==> config.mk <==
export PLATFORM = sky130hd
export DESIGN_NAME = phase_sequencer_flat
export DESIGN_NICKNAME = d
export VERILOG_FILES = /design/src/rtl/phase_sequencer_if.sv /design/src/rtl/phase_sequencer.sv /design/src/flat_wrapper.sv
export SDC_FILE = /design/constraint.sdc
export NUM_CORES = 1
export LEC_CHECK = 0
export ABC_AREA = 1
export BUFFER_PORTS_ARGS = -buffer_cell sky130_fd_sc_hd__buf_2
export CAP_MARGIN = 20
export CELL_PAD_IN_SITES_DETAIL_PLACEMENT = 1
export CELL_PAD_IN_SITES_GLOBAL_PLACEMENT = 2
export CORE_UTILIZATION = 26
export CTS_BUF_LIST = sky130_fd_sc_hd__clkbuf_4
export DETAILED_ROUTE_END_ITERATION = 10
export PLACE_DENSITY = 0.82
export SLEW_MARGIN = 20
export SYNTH_ARGS = -nofsm -noshare
export SYNTH_HDL_FRONTEND = slang
export SYNTH_SLANG_ARGS = --single-unit
==> constraint.sdc <==
create_clock -name clock -period 1.9 [get_ports clock]
set_input_delay 0.38 -clock clock [delete_from_list [all_inputs] [get_ports clock]]
set_output_delay 0.38 -clock clock [all_outputs]
set_load 0.01 [all_outputs]
==> src/rtl/phase_sequencer_if.sv <==
// Control/status bundle between board/debug logic and the phase sequencer.
interface phase_sequencer_if #(
  parameter int IC_WIDTH = 32
);
  logic                run;
  logic                step;
  logic                stop;
  logic                mem_busy;
  logic [31:0]         pc;
  logic                bp_en;
  logic [31:0]         bp_addr;
  logic [3:0]          cstate;
  logic                running;
  logic                bp_hit;
  logic [IC_WIDTH-1:0] icount;

  modport master (
    output run, step, stop, mem_busy, pc, bp_en, bp_addr,
    input  cstate, running, bp_hit, icount
  );

  modport slave (
    input  run, step, stop, mem_busy, pc, bp_en, bp_addr,
    output cstate, running, bp_hit, icount
  );
endinterface

==> src/rtl/phase_sequencer.sv <==
// Multicycle core phase sequencer: one-hot F/D/E/W phases with run/step/stop,
// memory stalls, PC breakpoint and retired-instruction counter.
module phase_sequencer #(
  parameter int IC_WIDTH = 32
) (
  input  logic             clock,
  input  logic             reset,
  phase_sequencer_if.slave bus
);

  typedef enum logic [2:0] {
    ST_IDLE,
    ST_F,
    ST_D,
    ST_E,
    ST_W
  } state_t;

  state_t              state, state_nxt;
  logic                single, single_nxt;
  logic                first, first_nxt;
  logic                stop_req, stop_req_nxt;
  logic                bp_hit, bp_hit_nxt;
  logic [IC_WIDTH-1:0] icount, icount_nxt;
  logic                bp_match;

  // The first fetch after leaving IDLE never breaks, so resuming executes bp_addr.
  assign bp_match = bus.bp_en && (bus.pc == bus.bp_addr) && !first;

  always_ff @(posedge clock or negedge reset) begin
    if (!reset) begin
      state    <= ST_IDLE;
      single   <= 1'b0;
      first    <= 1'b0;
      stop_req <= 1'b0;
      bp_hit   <= 1'b0;
      icount   <= '0;
    end else begin
      state    <= state_nxt;
      single   <= single_nxt;
      first    <= first_nxt;
      stop_req <= stop_req_nxt;
      bp_hit   <= bp_hit_nxt;
      icount   <= icount_nxt;
    end
  end

  always_comb begin
    state_nxt    = state;
    single_nxt   = single;
    first_nxt    = first;
    bp_hit_nxt   = bp_hit;
    icount_nxt   = icount;
    stop_req_nxt = stop_req || ((state != ST_IDLE) && bus.stop);

    case (state)
      ST_IDLE: begin
        if (bus.run || bus.step) begin
          state_nxt  = ST_F;
          single_nxt = !bus.run;
          first_nxt  = 1'b1;
          bp_hit_nxt = 1'b0;
        end
      end
      ST_F: begin
        if (bp_match) begin
          state_nxt  = ST_IDLE;
          bp_hit_nxt = 1'b1;
        end else if (!bus.mem_busy) begin
          state_nxt = ST_D;
          first_nxt = 1'b0;
        end
      end
      ST_D: state_nxt = ST_E;
      ST_E: state_nxt = ST_W;
      ST_W: begin
        if (!bus.mem_busy) begin
          icount_nxt = icount + IC_WIDTH'(1);
          // A stop arriving in this very cycle counts alongside the registered request.
          if (single || stop_req || bus.stop || !bus.run) begin
            state_nxt = ST_IDLE;
          end else begin
            state_nxt = ST_F;
          end
        end
      end
      default: state_nxt = ST_IDLE;
    endcase

    if ((state != ST_IDLE) && (state_nxt == ST_IDLE)) begin
      stop_req_nxt = 1'b0;
    end
  end

  always_comb begin
    case (state)
      ST_F:    bus.cstate = 4'b0001;
      ST_D:    bus.cstate = 4'b0010;
      ST_E:    bus.cstate = 4'b0100;
      ST_W:    bus.cstate = 4'b1000;
      default: bus.cstate = 4'b0000;
    endcase
  end

  assign bus.running = (state != ST_IDLE);
  assign bus.bp_hit  = bp_hit;
  assign bus.icount  = icount;

endmodule
==> src/flat_wrapper.sv <==
// flat-port wrapper written by rule: the top's interface ports become plain ports
module phase_sequencer_flat 
#(
  parameter int IC_WIDTH = 32
)
  (clock, reset, bus_run, bus_step, bus_stop, bus_mem_busy, bus_pc, bus_bp_en, bus_bp_addr, bus_cstate, bus_running, bus_bp_hit, bus_icount);
  phase_sequencer_if #(.IC_WIDTH(IC_WIDTH)) bus_i ();
  input  logic clock;
  input  logic reset;
  input wire logic [$bits(bus_i.run)-1:0] bus_run;
  input wire logic [$bits(bus_i.step)-1:0] bus_step;
  input wire logic [$bits(bus_i.stop)-1:0] bus_stop;
  input wire logic [$bits(bus_i.mem_busy)-1:0] bus_mem_busy;
  input wire logic [$bits(bus_i.pc)-1:0] bus_pc;
  input wire logic [$bits(bus_i.bp_en)-1:0] bus_bp_en;
  input wire logic [$bits(bus_i.bp_addr)-1:0] bus_bp_addr;
  output wire logic [$bits(bus_i.cstate)-1:0] bus_cstate;
  output wire logic [$bits(bus_i.running)-1:0] bus_running;
  output wire logic [$bits(bus_i.bp_hit)-1:0] bus_bp_hit;
  output wire logic [$bits(bus_i.icount)-1:0] bus_icount;
  assign bus_i.run = bus_run;
  assign bus_i.step = bus_step;
  assign bus_i.stop = bus_stop;
  assign bus_i.mem_busy = bus_mem_busy;
  assign bus_i.pc = bus_pc;
  assign bus_i.bp_en = bus_bp_en;
  assign bus_i.bp_addr = bus_bp_addr;
  assign bus_cstate = bus_i.cstate;
  assign bus_running = bus_i.running;
  assign bus_bp_hit = bus_i.bp_hit;
  assign bus_icount = bus_i.icount;
  phase_sequencer #(.IC_WIDTH(IC_WIDTH)) u_core (.clock(clock), .reset(reset), .bus(bus_i));
endmodule
==> flow_summary.toml <==
[pwr]
swShare_pct = 35.94
p_int_mw = 1.539
power_density_nw_per_um2 = 695.9
combPwrFrac_pct = 33.0
power_leakage_nw = 2.072
switching_power_mw = 0.8638
power.share.clock_pct = 24.0
power_mw = 2.403
power_frac_seq_pct = 43.1
peakVddDrop_v = 0.0004120

[grt]
antenna_found_initial = 0
overflow = 0
grt_max_degree = 40
grt_pass1_wl_um = 11920
grtUsageTotal_pct = 14.68
first_global_vias = 2643

[yosys]
synth_top_family_by_area = "simple AND/OR/NAND/NOR gates"
synth_flop_cell = "dfrtp_1"
yosysTopAreaCellShare_pct = 37.72
postSynthAreaPerCell_um2 = 7.228
synthSimpleGateAreaFrac_pct = 34.62
synth-compound-area-share_pct = 2.950
synth_common_cells = "nand2_1, inv_1, dfrtp_1, nor2_1, xor2_1"
synth_top_area_cell = "dfrtp_1"
yosys_warnings = 0
syn-cell-area_um2 = 2587
synth.area.mux_share_pct = 0
synth_fa_ha_area_share_pct = 0.4836
synth_edf_count = 0
synth.area.top_cells = "dfrtp_1, nand2_1, inv_1, xor2_1, xnor2_1"
synth_fp_nets = 430
yosysSeqAreaShare_pct = 37.72
syn_inst = 358
ys_ff_latch = 39
synth_xor_area_share_pct = 13.20
synth_most_common_cell = "nand2_1"
synth_cell_types = 27
ys_async_sr_fraction_pct = 100.0

[place]
hpwl_um = 6129
numPortBuffers = 108
gp_congestion = 0.7638
place_area_um2 = 3317
dpl_worst_slack_ns = 0.1334

[routing]
ant_nets = 0
via_per_inst = 4.192
vias = 2578
drtIter0Drc = 47
route.detailed.drc = 0
wl_per_cell_um = 12.00
wirelength_um = 7377
first_pass_iters = 5

[sta]
rsz0062_at_grt = "true"
setup_viol = 0
whs_ns = 0.06403
max_freq_ghz = 0.5486
clock_skew_ns = 0.01890
post-route-period-util_pct = 95.94
relSlewSlack_pct = 65.83
post-route-min-period_ns = 1.823
setup_slack_ns = 0.07723
tightest_slew_ns = 0.5126
drv_slew = 0
hold_viol_final = 0

[layout]
seqCellArea_um2 = 977.2
antennaDiodeCount = 0
fillers = 1269
fin_area_um2 = 3453
drive_above_1_share_pct = 31.12
multi_input_area_um2 = 1343
final_nets = 553
area_delta_synth_final_pct = 33.46

[clock_tree]
cts_buffers = 5
cts.htree.levels = 2
max-clock-path-buffers = 2
root_buffer = "clkbuf_4"
cts_tree = "built"
ctsHoldBuffers = 0
path_clk_slew_ns = 0.14
clock_sinks = 39
insertion_delay_ns = 0.35

[worst_setup_path]
path_max_fanout = 4
start_kind = "register"
crit_arrival_ns = 1.44
cp_data_required_time_ns = 1.52
cp-end-kind = "primary output"
crit_type = "reg -> out"

[run_status]
status = "complete, no violations"

[die]
core_um2 = 9729
num_rows = 36
dieArea_um2 = 10360
ioPinCount = 109
die_w_um = 101.8
die_height_um = 101.8
initial_core_util_pct = 26.59

[worst_hold_path]
worstHoldPathType = "in -> async"

[flow_run]
drv_cap = 0
[cells by family after synthesis]
| family | after synthesis |
|---|---|
| adders and majority gates | 1 |
| and+or+nand+nor | 189 |
| DFF | 39 |
| AOI/OAI and AO/OA | 15 |
| buffers and inverters | 75 |
| xor gates and xnor gates | 39 |
[placed cells by master, fill, tap and decap left out]
| cell type | netlist | routed |
|---|---|---|
| nor2_2 | 4 | 4 |
| or2_2 | 2 | 2 |
| nor4_1 | 4 | 3 |
| dfrtp_1 | 39 | 38 |
| nand2_4 | 1 | 2 |
| clkbuf_4 | 0 | 5 |
| nor2_1 | 34 | 34 |
| nand2b_4 | 1 | 1 |
| ha_1 | 1 | 1 |
| nor3_1 | 8 | 8 |
| nor2_8 | 1 | 1 |
| clkinv_2 | 0 | 1 |
| nand3b_1 | 1 | 1 |
| xor2_1 | 23 | 23 |
| buf_4 | 1 | 9 |
| nand3_1 | 11 | 10 |
| bufinv_16 | 0 | 1 |
| nor3_4 | 2 | 2 |
| nor2_4 | 4 | 4 |
| o21ai_0 | 11 | 11 |
| nor4_2 | 0 | 1 |
| dfrtp_2 | 0 | 1 |
| inv_2 | 1 | 1 |
| xnor2_1 | 16 | 16 |
| o22ai_1 | 1 | 1 |
| a21oi_1 | 3 | 3 |
| inv_1 | 73 | 73 |
| nand2_1 | 101 | 101 |
| buf_2 | 0 | 108 |
| nand3_2 | 1 | 2 |
| nand4_1 | 9 | 9 |
| nand2_2 | 4 | 3 |
| nor3_2 | 1 | 1 |
| clkinv_4 | 0 | 1 |
[final cells by class]
type	count	area share, %
Tap cell	133	4.819
Timing Repair Buffer	117	17.61
Multi-Input combinational cell	244	38.88
Sequential cell	39	28.30
Clock inverter	3	1.268
Inverter	74	8.043
Clock buffer	5	1.087
[power by group through the flow]
stage          combinational, mW  sequential (mW)  clock [mW]
3_3_place_gp               0.774             1.05           0
2_1_floorplan              0.448             1.06           0
5_1_grt                    0.905             1.06       0.632
6_report                   0.792             1.04       0.576
3_5_place_dp               0.791             1.05           0
4_1_cts                    0.796             1.04       0.598
[metrics by stage]
stage	cells	setup TNS, ns	util (%)
floorplan	358	0	-
global placement	602	0	34.09
finish	615	0	35.49
CTS	610	0	34.93
detailed placement	602	0	34.09
global route	615	-0.1541	35.49
[final timing paths]
path / startpoint / end / slack, ns / cells after the start
min in group clock: bus_run / u_core.single$_DFFE_PN0P_ / 0.23 / 2
max: u_core.state[0]$_DFF_PN0_ / bus_cstate[0] / 0.08 / 3
max in group asynchronous: reset / u_core.bus.icount[9]$_DFFE_PN0P_ / 1.45 / 2
min reg2reg: u_core.bus.icount[31]$_DFFE_PN0P_ / u_core.bus.icount[31]$_DFFE_PN0P_ / 0.47 / 1
min: reset / u_core.bus.icount[24]$_DFFE_PN0P_ / 0.06 / 2
max reg2reg: u_core.state[0]$_DFF_PN0_ / u_core.bus.icount[27]$_DFFE_PN0P_ / 0.14 / 10
[flip-flops by register name (all words and copies together) (netlist names)]
signal	cells
u_core.bus.icount	32
u_core.state	3
u_core.bus.bp_hit	1
u_core.first	1
u_core.single	1
u_core.stop_req	1
[timing repair]
item,4_1_cts,5_1_grt
resized for setup,0,4
setup buffers,0,5
endpoints found under the setup margin,0,8
[worst max-delay path, stage by stage (launching register included)]
cell and delay, ns:
dfrtp_1 0.43, inv_1 0.09, nor3_1 0.34, buf_2 0.23
[routing by layer]
| layer | up-vias | global-route usage, % | wire [µm] |
|---|---|---|---|
| met5 | - | 0 | 0 |
| met4 | 0 | 2.341 | 50 |
| met3 | 7 | 2.208 | 202 |
| met2 | 42 | 26.77 | 3832 |
| met1 | 1208 | 18.48 | 3292 |
| li1 | 1321 | - | - |
No activity file was read; power rests on OpenSTA's default activity.
